## config.mk

```make
export PLATFORM = sky130hd
export DESIGN_NAME = bcd_scan_driver
export DESIGN_NICKNAME = d
export VERILOG_FILES = /design/src/rtl/bcd_scan_driver.sv
export SDC_FILE = /design/constraint.sdc
export NUM_CORES = 1
export LEC_CHECK = 0
export ABC_AREA = 1
export BUFFER_PORTS_ARGS = -buffer_cell sky130_fd_sc_hd__buf_2
export CORE_ASPECT_RATIO = 0.7
export CORE_UTILIZATION = 55
export DETAILED_ROUTE_END_ITERATION = 16
export GPL_ROUTABILITY_DRIVEN = 0
export PLACE_DENSITY = 0.82
export SLEW_MARGIN = 20
export SYNTH_ARGS = -nofsm -noshare
export SYNTH_HDL_FRONTEND = slang
export SYNTH_SLANG_ARGS = --single-unit
```

## constraint.sdc

```tcl
create_clock -name clk -period 2.1 [get_ports clk]
set_input_delay 0.63 -clock clk [delete_from_list [all_inputs] [get_ports clk]]
set_output_delay 0.63 -clock clk [all_outputs]
set_load 0.1 [all_outputs]
```

## src/rtl/bcd_scan_driver.sv

```systemverilog
`timescale 1ns/1ps
// bcd_scan_driver
//   Time-multiplexes a packed BCD value onto a common-segment 7-segment
//   display, one digit per refresh slot. The incoming value is
//   double-buffered so a new value only replaces the shown one at a frame
//   boundary, which keeps a frame from mixing old and new digits.
//
// Ports
//   clk          system clock, rising edge
//   reset_n      synchronous active-low reset
//   bcd_in       packed BCD value, digit 0 in bits [3:0] (least significant)
//   load         single-cycle strobe, captures bcd_in into the pending buffer
//   enable       1 = display on, 0 = all anodes off (scanning keeps running)
//   blank_lz     1 = blank leading zeros (digit 0 is never blanked)
//   digit_out    registered BCD nibble for the downstream segment decoder
//   anode        registered active-low digit enables
//   frame_start  one-cycle pulse, the cycle after the scan wraps to digit 0
//   invalid      sticky flag, set when a nibble > 9 reaches the output stage
module bcd_scan_driver #(
  parameter int NUM_DIGITS  = 4,
  parameter int REFRESH_DIV = 100000
) (
  input  logic                    clk,
  input  logic                    reset_n,
  input  logic [4*NUM_DIGITS-1:0] bcd_in,
  input  logic                    load,
  input  logic                    enable,
  input  logic                    blank_lz,
  output logic [3:0]              digit_out,
  output logic [NUM_DIGITS-1:0]   anode,
  output logic                    frame_start,
  output logic                    invalid
);

  localparam int DW = 4 * NUM_DIGITS;
  localparam int CW = (REFRESH_DIV > 1) ? $clog2(REFRESH_DIV) : 1;
  localparam int IW = (NUM_DIGITS > 1) ? $clog2(NUM_DIGITS) : 1;
  localparam logic [CW-1:0] CNT_LAST = CW'(REFRESH_DIV - 1);
  localparam logic [IW-1:0] IDX_LAST = IW'(NUM_DIGITS - 1);

  // Stage p0: scan timing and display buffers
  logic [CW-1:0] cnt_p0;
  logic [IW-1:0] idx_p0;
  logic [DW-1:0] disp_p0;
  logic [DW-1:0] pend_p0;
  logic          pend_vld_p0;

  logic       tick;
  logic       boundary;
  logic [3:0] nib;
  logic       upper_zero;
  logic       suppress;

  assign tick     = (cnt_p0 == CNT_LAST);
  assign boundary = tick && (idx_p0 == IDX_LAST);

  // A digit is a leading zero when it and every more-significant digit are 0.
  always_comb begin
    nib        = disp_p0[4*int'(idx_p0) +: 4];
    upper_zero = 1'b1;
    for (int i = 0; i < NUM_DIGITS; i++) begin
      if ((i >= int'(idx_p0)) && (disp_p0[4*i +: 4] != 4'd0))
        upper_zero = 1'b0;
    end
    suppress = !enable || (nib > 4'd9) ||
               (blank_lz && (idx_p0 != '0) && upper_zero);
  end

  always_ff @(posedge clk) begin
    if (!reset_n) begin
      cnt_p0      <= '0;
      idx_p0      <= '0;
      disp_p0     <= '0;
      pend_p0     <= '0;
      pend_vld_p0 <= 1'b0;
      digit_out   <= 4'd0;
      anode       <= '1;
      frame_start <= 1'b0;
      invalid     <= 1'b0;
    end else begin
      cnt_p0 <= tick ? '0 : cnt_p0 + 1'b1;
      if (tick)
        idx_p0 <= boundary ? '0 : idx_p0 + 1'b1;

      // The shown value only changes on a frame boundary; a load landing on
      // the boundary itself bypasses the pending buffer.
      if (boundary) begin
        if (load)
          disp_p0 <= bcd_in;
        else if (pend_vld_p0)
          disp_p0 <= pend_p0;
        pend_vld_p0 <= 1'b0;
      end else if (load) begin
        pend_p0     <= bcd_in;
        pend_vld_p0 <= 1'b1;
      end

      // Stage p1: registered display outputs
      digit_out   <= nib;
      anode       <= suppress ? '1 : ~(NUM_DIGITS'(1) << idx_p0);
      frame_start <= boundary;
      if (nib > 4'd9)
        invalid <= 1'b1;
    end
  end

endmodule

```

==> metrics <==
Starting Density 0.591; Async S/R FF share, synth 0; final hold violations 0; most area-consuming cells after synthesis dfxtp_1, nand2_1, inv_1; first-pass GRT wire length 11,500 um; vias in the first global route 2,552; Synth cell types 33; final setup TNS 0 ns; worst r2r src idx_p0[0]; Clk Latency, worst-skew pair 0.34 ns; post-synthesis cell area 3220 sq um; Vias/cell 5.15; top-count cell post-synth nand2_1; die width ~93 um; die area roughly 6200 sq um; met2 usage 0.358; post-cts resize count 0; post-CTS setup buffers 0; worst r2r dst pend_p0[9]; synthesized area per cell between 7 and 8 sq um; Commonest cells post-synth nand2_1, inv_1, nor2_1, dfxtp_1, nand3_1; die height around 66 um; post-synthesis net count 479; Tmin final 1.83 ns; hold buffers post-CTS 0; ANT cells 0; antenna violations before repair 0; final wirelength between 6000 and 7000 um; CTS tree yes; Routed Antenna Nets 0; post-synthesis register bit count between 60 and 70; worst vdd ir 502 uV; Critical Path Sink pend_p0[9]; Leakage 1.68 nW; # IOs 31; setup violators final 0; vias about 2,900; Fin Hold WS 0.445 ns; CTS Buffer Depth 2; Initial DRT Pass Iterations 5; Worst path max stage delay 0.60 ns; critical path class flop to flop; maxcap violations 0; CP Data Arrival Time 2.07 ns; Post-route DRC 0; beginning of the critical path idx_p0[0]; fin cells 556; number of flops mapped to enable cells by yosys 0; post-synth top area cell dfxtp_1; Clock Skew 0.00569 ns; sequential fraction of the synthesis area 0.385; CP Max Fanout 34; WL per Instance 12.2 um; CTS buffer count 9; CTS sink count 62; GRT Total Usage 0.246; hold_sp cnt_p0[0]; CTS root buf clkbuf_8; Layout Area Growth over Synthesis 10.9%; FP Rows 22; clk slew on worst S/H paths 0.07 ns; Reg2Reg Depth 4; dpl hpwl 4810 um; fillers 472; GR Util met1 0.350; Hold Path Class flop to flop; Req. time, crit path 2.34 ns; Cells after DPL 540; Multi-input gate area 1580 sq um; largest net degree at the start of global routing 35; PortBufs 30; fin crit share 0.873; synthesized instance count 453; Yosys warnings 0; post-synth top area share 0.385; Final Power 2.39 mW; Placeable Area between 5000 and 6000 sq um; RSZ-0062 raised after global routing false; busiest layer in global routing met2; run status completed; DR iter-0 viols 218; main flop type after synthesis dfxtp_1; pwr/cell area 669 nW/um^2; GRT met3 Usage 0.0678; total grt overflow 0; Final Max Tran Viols 0; fin util 0.656; layout cell share with drive strength beyond 1 0.169; Cell Chain, Critical Path ha_1 -> nand3_4 -> a21oi_1 -> nor2_1; Worst path slowest cell dfxtp_1; CP endpoint kind flop; Worst setup SP type flop; Slew @ Worst Pin around 0.55 ns; Reg area 1240 sq um; Fmax achieved around 550 MHz; FF-to-FF setup slack 0.27 ns; H-tree depth 3; Layout Nets 505; worst rel slew slack 0.633
metrics by stage:
step	cell area [sq um]	setup slack, ns
after floorplan	3220	0.532
after global placement	3380	0.383
after detailed placement	3380	0.281
after CTS	3570	0.285
after global routing	3570	0.0525
final	3570	0.267
sequential cells by signal (all words and copies together), names as in the netlist:
name and cells:
disp_p0 16, pend_vld_p0 1, cnt_p0 17, idx_p0 2, anode 4, invalid 1
digit_out 4, frame_start 1, pend_p0 16
layout by cell type, fill, tap and decap left out, types with 2 or more instances in the layout:
| cell | netlist | layout |
|---|---|---|
| inv_2 | 8 | 8 |
| inv_1 | 67 | 67 |
| nand4_1 | 18 | 18 |
| nor2_8 | 2 | 2 |
| clkinvlp_4 | 0 | 2 |
| buf_4 | 1 | 6 |
| nand2_2 | 13 | 13 |
| nand3_4 | 2 | 2 |
| dfxtp_1 | 62 | 62 |
| a21oi_1 | 29 | 29 |
| buf_2 | 8 | 30 |
| xor2_1 | 4 | 4 |
| nand3_1 | 32 | 32 |
| nor2_1 | 65 | 65 |
| nor3_1 | 8 | 8 |
| ha_1 | 5 | 5 |
| clkbuf_8 | 0 | 9 |
| nor2_2 | 2 | 2 |
| nand2_1 | 77 | 77 |
| clkinv_2 | 0 | 4 |
| o21ai_0 | 11 | 11 |
| mux2i_1 | 16 | 16 |
critical path: cells and delay by family (launching register included):
family | cells | cell delay (ns)
fa+ha+maj | 1 | 0.43
simple gates | 2 | 0.43
flops | 1 | 0.60
compound gates | 1 | 0.26
worst min path at each step:
| stage | endpoint | slack, ns | depth (start not counted) |
|---|---|---|---|
| 3_5_place_dp | cnt_p0[0] | 0.44 | 1 |
| 3_3_place_gp | cnt_p0[0] | 0.43 | 1 |
| 6_report | cnt_p0[0] | 0.45 | 1 |
| 4_1_cts | cnt_p0[0] | 0.45 | 1 |
| 5_1_grt | cnt_p0[0] | 0.47 | 1 |
| 2_1_floorplan | cnt_p0[0] | 0.42 | 1 |
cell families after synthesis:
group,share of synthesized area
simple gates,0.338
buf+inv,0.125
flops,0.385
compound gates,0.0711
mux,0.0497
fa+ha+maj,0.0194
xor+xnor,0.0109
area by class of cell:
class,count,area share
Clock buffer,9,0.0347
Clock inverter,7,0.0182
Inverter,75,0.0788
Multi-Input combinational cell,295,0.441
Sequential cell,62,0.347
Tap cell,72,0.0252
Timing Repair Buffer,36,0.0546
report_power, final:
part           switching [mW]  internal, mW
clock                   0.459         0.538
sequential             0.0142          1.20
combinational           0.108        0.0664
routing by layer:
metal | vias to the layer above | part of all wire
met4 | 0 | 0.012
li1 | 1478 | -
met3 | 10 | 0.089
met2 | 105 | 0.41
met1 | 1271 | 0.49
met5 | - | 0
(Power assumes the default switching activity.)
